### src/rtl/pipeline_hazard_controller_pkg.sv
// Shared definitions for the pipeline hazard/stall sequencer.
//   state_e                    : FSM state encoding (RUN / load-use stall)
//   REG_ZERO                   : hard-wired zero register index
//   LOAD_STALL_CYCLES_DEFAULT  : default number of load-use bubbles
package pipeline_hazard_controller_pkg;

  typedef enum logic {
    ST_RUN    = 1'b0,
    ST_LSTALL = 1'b1
  } state_e;

  localparam logic [4:0]  REG_ZERO                  = 5'd0;
  localparam int unsigned LOAD_STALL_CYCLES_DEFAULT = 2;

endpackage

### src/rtl/pipeline_hazard_controller_hazard_stall_counter.sv
// Saturating up-counter for stalled cycles.
//   clk_i   : clock
//   rst_i   : synchronous active-high clear
//   en_i    : count this cycle
//   count_o : current count, holds at all-ones
module hazard_stall_counter #(
  parameter int unsigned W = 32
) (
  input  logic         clk_i,
  input  logic         rst_i,
  input  logic         en_i,
  output logic [W-1:0] count_o
);

  logic [W-1:0] count_q;
  logic [W-1:0] count_d;

  always_comb begin
    count_d = count_q;
    if (en_i && (count_q != '1)) begin
      count_d = count_q + W'(1);
    end
  end

  always_ff @(posedge clk_i) begin
    if (rst_i) begin
      count_q <= '0;
    end else begin
      count_q <= count_d;
    end
  end

  assign count_o = count_q;

endmodule

### src/rtl/pipeline_hazard_controller.sv
// Hazard and stall sequencer for the pipeline.
// Detects load-use and Hi/Lo dependencies between ID and EX/X2/X3, and
// taken branches. It drives the PC / IF/ID / ID/EX write, flush and bubble
// controls. The two-state FSM holds multi-cycle load-use stalls.
//   Clk, Reset        : clock, synchronous active-high reset
//   ID_*              : source operands/usage of the instruction in ID
//   EX_*, X2_*, X3_*  : producer information from later stages
//   Branch_Taken      : branch/jump resolved taken in EX
//   PC_Write, IF_ID_Write, IF_ID_Flush, ID_EX_Bubble : pipeline controls
//   Stall_Active      : PC held this cycle
//   Stall_Cycles      : saturating count of stalled cycles
module pipeline_hazard_controller
  import pipeline_hazard_controller_pkg::*;
#(
  parameter int unsigned LOAD_STALL_CYCLES = LOAD_STALL_CYCLES_DEFAULT,
  parameter int unsigned CNT_W             = 32
) (
  input  logic             Clk,
  input  logic             Reset,
  input  logic [4:0]       ID_Rs,
  input  logic [4:0]       ID_Rt,
  input  logic             ID_UsesRs,
  input  logic             ID_UsesRt,
  input  logic             ID_UsesHiLo,
  input  logic             EX_MemRead,
  input  logic             EX_RegWrite,
  input  logic [4:0]       EX_WriteReg,
  input  logic             EX_HiLoWrite,
  input  logic             X2_HiLoWrite,
  input  logic             X3_HiLoWrite,
  input  logic             Branch_Taken,
  output logic             PC_Write,
  output logic             IF_ID_Write,
  output logic             IF_ID_Flush,
  output logic             ID_EX_Bubble,
  output logic             Stall_Active,
  output logic [CNT_W-1:0] Stall_Cycles
);

  // Remaining stall cycles after the first one, loaded on LSTALL entry.
  localparam logic [1:0] LOAD_CNT_INIT = 2'(LOAD_STALL_CYCLES - 1);
  localparam bit         MULTI_STALL   = (LOAD_STALL_CYCLES > 1);

  typedef enum logic [1:0] {
    ACT_IDLE,
    ACT_STALL,
    ACT_FLUSH
  } action_e;

  state_e     state_q, state_d;
  logic [1:0] cnt_q, cnt_d;
  logic       load_haz;
  logic       hilo_haz;
  action_e    action;

  assign load_haz = EX_MemRead & EX_RegWrite & (EX_WriteReg != REG_ZERO) &
                    ((ID_UsesRs & (ID_Rs == EX_WriteReg)) |
                     (ID_UsesRt & (ID_Rt == EX_WriteReg)));

  // Stateless: held as long as any producer is still in EX/X2/X3.
  assign hilo_haz = ID_UsesHiLo & (EX_HiLoWrite | X2_HiLoWrite | X3_HiLoWrite);

  always_ff @(posedge Clk) begin
    if (Reset) begin
      state_q <= ST_RUN;
      cnt_q   <= '0;
    end else begin
      state_q <= state_d;
      cnt_q   <= cnt_d;
    end
  end

  always_comb begin
    state_d = state_q;
    cnt_d   = cnt_q;
    unique case (state_q)
      ST_RUN: begin
        // A single-cycle load stall never leaves RUN.
        if (!Branch_Taken && load_haz && MULTI_STALL) begin
          cnt_d   = LOAD_CNT_INIT;
          state_d = ST_LSTALL;
        end
      end
      ST_LSTALL: begin
        if (Branch_Taken) begin
          cnt_d   = '0;
          state_d = ST_RUN;
        end else begin
          cnt_d = cnt_q - 2'd1;
          if (cnt_q == 2'd1) begin
            state_d = ST_RUN;
          end
        end
      end
      default: begin
        state_d = ST_RUN;
        cnt_d   = '0;
      end
    endcase
  end

  always_comb begin
    action = ACT_IDLE;
    unique case (state_q)
      ST_RUN: begin
        if (Branch_Taken)               action = ACT_FLUSH;
        else if (load_haz || hilo_haz)  action = ACT_STALL;
        else                            action = ACT_IDLE;
      end
      ST_LSTALL: begin
        if (Branch_Taken) action = ACT_FLUSH;
        else              action = ACT_STALL;
      end
      default: action = ACT_IDLE;
    endcase

    PC_Write     = 1'b1;
    IF_ID_Write  = 1'b1;
    IF_ID_Flush  = 1'b0;
    ID_EX_Bubble = 1'b0;
    if (Reset) begin
      PC_Write    = 1'b0;
      IF_ID_Write = 1'b0;
    end else begin
      unique case (action)
        ACT_STALL: begin
          PC_Write     = 1'b0;
          IF_ID_Write  = 1'b0;
          ID_EX_Bubble = 1'b1;
        end
        ACT_FLUSH: begin
          IF_ID_Flush  = 1'b1;
          ID_EX_Bubble = 1'b1;
        end
        default: ;
      endcase
    end
    Stall_Active = ~PC_Write & ~Reset;
  end

  hazard_stall_counter #(
    .W (CNT_W)
  ) u_stall_counter (
    .clk_i   (Clk),
    .rst_i   (Reset),
    .en_i    (Stall_Active),
    .count_o (Stall_Cycles)
  );

endmodule

### config.mk
export PLATFORM = sky130hd
export DESIGN_NAME = pipeline_hazard_controller
export DESIGN_NICKNAME = d
export VERILOG_FILES = /design/src/rtl/pipeline_hazard_controller_pkg.sv /design/src/rtl/pipeline_hazard_controller_hazard_stall_counter.sv /design/src/rtl/pipeline_hazard_controller.sv
export SDC_FILE = /design/constraint.sdc
export NUM_CORES = 1
export LEC_CHECK = 0
export BUFFER_PORTS_ARGS = -buffer_cell sky130_fd_sc_hd__buf_2
export CAP_MARGIN = 0
export CORE_ASPECT_RATIO = 0.5
export CORE_MARGIN = 2
export CORE_UTILIZATION = 51
export CTS_BUF_LIST = sky130_fd_sc_hd__clkbuf_4 sky130_fd_sc_hd__clkbuf_8 sky130_fd_sc_hd__clkbuf_16
export CTS_CLUSTER_DIAMETER = 150
export DETAILED_ROUTE_END_ITERATION = 10
export GPL_ROUTABILITY_DRIVEN = 0
export GPL_TIMING_DRIVEN = 0
export PLACE_DENSITY = 0.79
export REMOVE_ABC_BUFFERS = 1
export SLEW_MARGIN = 40
export SYNTH_ARGS = -nofsm -noshare
export SYNTH_HDL_FRONTEND = slang
export SYNTH_HIERARCHICAL = 1
export SYNTH_SLANG_ARGS = --single-unit
### constraint.sdc
create_clock -name Clk -period 4.5 [get_ports Clk]
set_input_delay 0.9 -clock Clk [delete_from_list [all_inputs] [get_ports Clk]]
set_output_delay 0.9 -clock Clk [all_outputs]
set_load 0.03 [all_outputs]
## After elaboration in Yosys (flattened, before gate mapping)

Cells that the tools add are included.

- Add/subtract/negate cells: 2
- Eq/ne operators: 7
- Muxes and demuxes: 17
- Bitwise operators: 13
- Reduce and logical (&&, ||, !) cells: 6

Operators by type and width:

| cell | count |
|---|---|
| $add A32 B1 Y32 const B | 1 |
| $ne A32 B32 Y1 const B | 1 |
| $eq A5 B5 Y1 | 2 |
| $mux W1 | 10 |
| $mux W2 | 4 |
| $pmux W2 S2 | 2 |
| $and A1 B1 Y1 | 7 |
| $reduce_bool A5 Y1 | 1 |
| $eq A2 B1 Y1 const B | 2 |
| $not A1 Y1 | 3 |
| $or A1 B1 Y1 | 3 |
| $eq A2 B2 Y1 const B | 1 |
| $logic_and A1 B1 Y1 | 2 |
| $ne A2 B2 Y1 const B | 1 |
| $pmux W1 S2 | 1 |
| $reduce_or A2 Y1 | 1 |
| $sub A2 B1 Y2 const B | 1 |
| $logic_not A1 Y1 | 1 |
| $logic_or A1 B1 Y1 | 1 |

- Register bits after elaboration: 35
- Output and inout port bits: 37

## Longest topological paths before layout

- Word-level depth: 14
- Depth in mapped cells: 11

## By module

Netlist, hierarchy kept.

By module, submodules not included:

| module | instances | cells an instance | area each (um2) | sequential area each (um2) |
|---|---|---|---|---|
| hazard_stall_counter | 1 | 199 | 1674.1 | 640.6 |
| pipeline_hazard_controller | 1 | 47 | 376.6 | 60.1 |

## Worst setup path before layout

Ideal clock, no wire load.

- Path kind: input to register
- Start: input EX_WriteReg[3]
- End: register u_stall_counter.count_q[31], in the netlist u_stall_counter/count_o[31]
- Library setup time: 121 ps
- Data arrival time: 4047 ps
- Slack: 332 ps
- Stages on the path: 11
- Cell sequence: xor2_1 -> nor4_1 -> a32oi_1 -> o22ai_1 -> ha_1 -> nor2b_1 -> nand4_1 -> nor4_2 -> nand4_1 -> nor4_1 -> mux2_2

- Word-level cells in the longest chain between the ends: 14
- Elaborated cells on any way between the ends: 18

Ends and longest elaborated chain:

| what | RTL line | RTL |
|---|---|---|
| start: declaration | pipeline_hazard_controller.sv:27 | `input logic [4:0] EX_WriteReg,` |
| $eq A5 B5 Y1, on equally long branches | pipeline_hazard_controller.sv:57, pipeline_hazard_controller.sv:58 |  |
| $and A1 B1 Y1, on equally long branches | pipeline_hazard_controller.sv:57, pipeline_hazard_controller.sv:58 |  |
| $or A1 B1 Y1 | pipeline_hazard_controller.sv:57 | `((ID_UsesRs & (ID_Rs == EX_WriteReg)) \|` |
| $and A1 B1 Y1 * | pipeline_hazard_controller.sv:56 | `assign load_haz = EX_MemRead & EX_RegWrite & (EX_WriteReg != REG_ZERO) &` |
| $logic_or A1 B1 Y1 * | pipeline_hazard_controller.sv:107 | `else if (load_haz \|\| hilo_haz) action = ACT_STALL;` |
| $mux W1 * | pipeline_hazard_controller.sv:107 |  |
| $mux W2 * | pipeline_hazard_controller.sv:106 | `if (Branch_Taken) action = ACT_FLUSH;` |
| $pmux W2 S2 * | pipeline_hazard_controller.sv:104 | `unique case (state_q)` |
| $eq A2 B1 Y1 * | pipeline_hazard_controller.sv:125 | `unique case (action)` |
| $mux W1 * | pipeline_hazard_controller.sv:125 |  |
| $mux W1 * | pipeline_hazard_controller.sv:121 | `if (Reset) begin` |
| $not A1 Y1 * | pipeline_hazard_controller.sv:138 | `Stall_Active = ~PC_Write & ~Reset;` |
| $and A1 B1 Y1 * | pipeline_hazard_controller.sv:138 |  |
| net Stall_Active | pipeline_hazard_controller.sv:36 | `output logic Stall_Active,` |
| $logic_and A1 B1 Y1 * | pipeline_hazard_controller_hazard_stall_counter.sv:20 | `if (en_i && (count_q != '1)) begin` |
| end signal: assignment | pipeline_hazard_controller_hazard_stall_counter.sv:29 | `count_q <= count_d;` |
| end: declaration | pipeline_hazard_controller_hazard_stall_counter.sv:15 | `logic [W-1:0] count_q;` |

The timed path passes the listed nets; every way through them passes the cells marked *.
A chain may end at the register's enable or synchronous reset.

## Worst setup path in the final report

- Start: input EX_WriteReg[3]
- End: register u_stall_counter.count_q[31], in the netlist u_stall_counter/count_o[31]

- Word-level cells in the longest chain between the ends: 14
- Elaborated cells on any way between the ends: 18

Ends and longest elaborated chain:

| what | RTL line |
|---|---|
| $eq A5 B5 Y1, on equally long branches | pipeline_hazard_controller.sv:57, pipeline_hazard_controller.sv:58 |
| $and A1 B1 Y1, on equally long branches | pipeline_hazard_controller.sv:57, pipeline_hazard_controller.sv:58 |
| $or A1 B1 Y1 | pipeline_hazard_controller.sv:57 |
| $and A1 B1 Y1 * | pipeline_hazard_controller.sv:56 |
| $logic_or A1 B1 Y1 * | pipeline_hazard_controller.sv:107 |
| $mux W1 * | pipeline_hazard_controller.sv:107 |
| $mux W2 * | pipeline_hazard_controller.sv:106 |
| $pmux W2 S2 * | pipeline_hazard_controller.sv:104 |
| $eq A2 B1 Y1 * | pipeline_hazard_controller.sv:125 |
| $mux W1 * | pipeline_hazard_controller.sv:125 |
| $mux W1 * | pipeline_hazard_controller.sv:121 |
| $not A1 Y1 * | pipeline_hazard_controller.sv:138 |
| $and A1 B1 Y1 * | pipeline_hazard_controller.sv:138 |
| $logic_and A1 B1 Y1 * | pipeline_hazard_controller_hazard_stall_counter.sv:20 |

Every way passes the cells marked *; elsewhere a longest branch is shown, timed or not.

==> results.ini <==
[status]
status = finished, final reports clean

[cells_and_area]
final_util = 0.646
drive_gt1_frac = 0.277
final_nets = 336
final_common_cell = buf_2
multi_input_area_mm2 = 0.00129
ff_latch_area_um2 = 701
synthToLayoutAreaGrowth_pct = 22.4
final_cell_mix = 66 x buf_2, 35 x dfxtp_1, 24 x a21oi_1
fillers = 345
antenna_cells = 0

[worst_setup_path]
cpMaxStageDelayCell = nor4_4
critical_path_class = in -> reg
slowest_delay_ps = 530
worst_setup_path_start_kind = input pin
endpoint_kind = flip-flop
cp.required_ps = 4680
crit_fanout = 10
cp_cell_sequence = buf_2 -> xor2_1 -> nor4_1 -> a32oi_1 -> o22ai_1 -> ha_1 -> nor2b_1 -> nand4_1 -> nor4_4 -> nand4_1 -> nor4_1 -> mux2_2
ff2ff_setup_slack_ps = 1320
cp.arrival_ps = 4320

[synth]
yosysWarnings = 6
yosys.area_share.adder = 0.0244
synth-simple-area-share = 0.315
synth_flop_cell = dfxtp_1
ys_seq_area_frac = 0.342
synthArstFlopShare = 0
synth_top_family_by_area = simple AND/OR/NAND/NOR gates
synth-edff-count = 0
yosysTopAreaCellShare = 0.342
synthMuxAreaShare = 0.0159
ys_top_cells_by_area = dfxtp_1 34%, a21oi_1 5.9%, or4_1 4.8%, o31ai_1 4.4%, xor2_1 3.8%
syn_area_mm2 = 0.00205
syn_avg_cell_area_um2 = 8.34
synth_compound_area_frac = 0.195
synthXorXnorAreaFrac = 0.0726
synth_top_area_cell = dfxtp_1
ys_types = 48
syn_inst = 246
synth_seq_cells = 35

[placement]
dp_hpwl_um = 3760
io_buffers = 62

[clocking]
clk_pin_slew_ps = 70
clock_sinks = 35
numCtsBuffers = 5
cts.repair.resized = 0
clk_latency_ps = 290
cts_tree = done
hold_buffers = 0
ctsLongestPathBuffers = 2
cts_root_buf = clkbuf_8
htree_num_levels = 2
postCtsSetupBuffers = 0

[timing]
hold_violations = 0
skew_ps = 2.23
setup_viol = 0
max_clock_freq_ghz = 0.241
post-route-min-period_ps = 4140
grt_setup_unrepaired = no
tightest_slew_ps = 781
hold_slack_ps = 505
min_period_over_period = 0.921
max_slew_margin = 0.480
slew_viol_final = 0

[global_route]
track_usage = 0.239
grt_first_pass_wirelength_um = 8740
antenna_found_initial = 0
grt_start_max_net_pins = 45
grt-ovfl-total = 0
first_global_vias = 2017

[drt]
drt-total-wl_um = 5300
vias = 2174
drc_errors = 0
viasPerCell = 6.02
dr.pass1.iters = 4
ant_nets = 0
drt_iter0_drc = 74
avgRoutedWirePerCell_um = 14.7

[floorplanning]
coreArea_mm2 = 0.00388
pin_count = 63
die_w_um = 93.7
initial_core_util = 0.528
die-area_mm2 = 0.00458
die_h_um = 48.8
num_rows = 16

[power]
power_density_mw_per_mm2 = 245
p_leak_nw = 0.967
ir_worst_vdd_uv = 114

[run]
maxCapViolations = 0

[hold_path]
hold_path.class = reg -> reg

## registers in the layout, indices dropped and copies added, names as in the netlist
name	count
state_q	1
cnt_q	2
u_stall_counter/count_o	32
## per-stage QoR
stage	instances	total power, mW	setup slack [ps]	TNS, ps	cell area, um2
floorplan	233	0.340	330	0	1990
global placement	349	0.364	24.7	0	2370
detailed placement	353	0.365	-56.0	-56.0	2400
CTS	361	0.616	245	0	2500
global route	361	0.635	123	0	2510
finish	361	0.616	356	0	2510
## worst paths after layout
check                                                 from                                  endpoint  cells after the start
hold reg to reg   u_stall_counter/count_o[23]$_SDFFE_PP0P_  u_stall_counter/count_o[23]$_SDFFE_PP0P_                      2
hold / removal    u_stall_counter/count_o[23]$_SDFFE_PP0P_  u_stall_counter/count_o[23]$_SDFFE_PP0P_                      2
setup / recovery                            EX_WriteReg[3]  u_stall_counter/count_o[31]$_SDFFE_PP0P_                     12
setup reg to reg                        state_q$_SDFF_PP0_  u_stall_counter/count_o[31]$_SDFFE_PP0P_                      9
## final cells by class
cell class / count / share of cell area
Sequential cell: 35 / 0.279
Tap cell: 54 / 0.0269
Timing Repair Buffer: 66 / 0.132
Multi-Input combinational cell: 194 / 0.515
Inverter: 4 / 0.00598
Clock buffer: 8 / 0.0414
## cells in the mapped netlist (all sizes together) (4+ instances only)
library cell and number:
nor2b 5, nand4 10, clkbuf 8, inv 4, or4 13, a21oi 24, nor2 19, o21ai 10
nor4 7, o31ai 12, ha 4, and4 4, or3 13, xnor2 8, buf 5, dfxtp 35
nand2 11, xor2 9, nand3 14, and3 4
## kinds of logic after synthesis
| logic type | Yosys count |
|---|---|
| and+or+nand+nor | 110 |
| AOI/OAI and AO/OA | 60 |
| DFF | 35 |
| xor gates and xnor gates | 17 |
| buffers and inverters | 17 |
| adders and majority gates | 4 |
| muxes | 3 |
## report_power, final
part | switching, mW | internal, mW
sequential | 0.000600 | 0.310
combinational | 0.0277 | 0.0194
clock | 0.112 | 0.146
## worst max-delay path, delay by kind of cell
| family | cells | cell delay [ps] |
|---|---|---|
| AOI/OAI and AO/OA | 2 | 440 |
| xor gates and xnor gates | 1 | 160 |
| adders and majority gates | 1 | 190 |
| buffers and inverters | 1 | 120 |
| muxes | 1 | 380 |
| and+or+nand+nor | 6 | 2130 |
## routing by layer
layer	up-vias	global-route usage	wire, um
met2	68	0.440	2670
met1	1038	0.274	2240
li1	1058	-	-
met5	-	0	0
met4	0	0.0773	70
met3	10	0.0587	311
No activity file was read; power rests on OpenSTA's default activity.
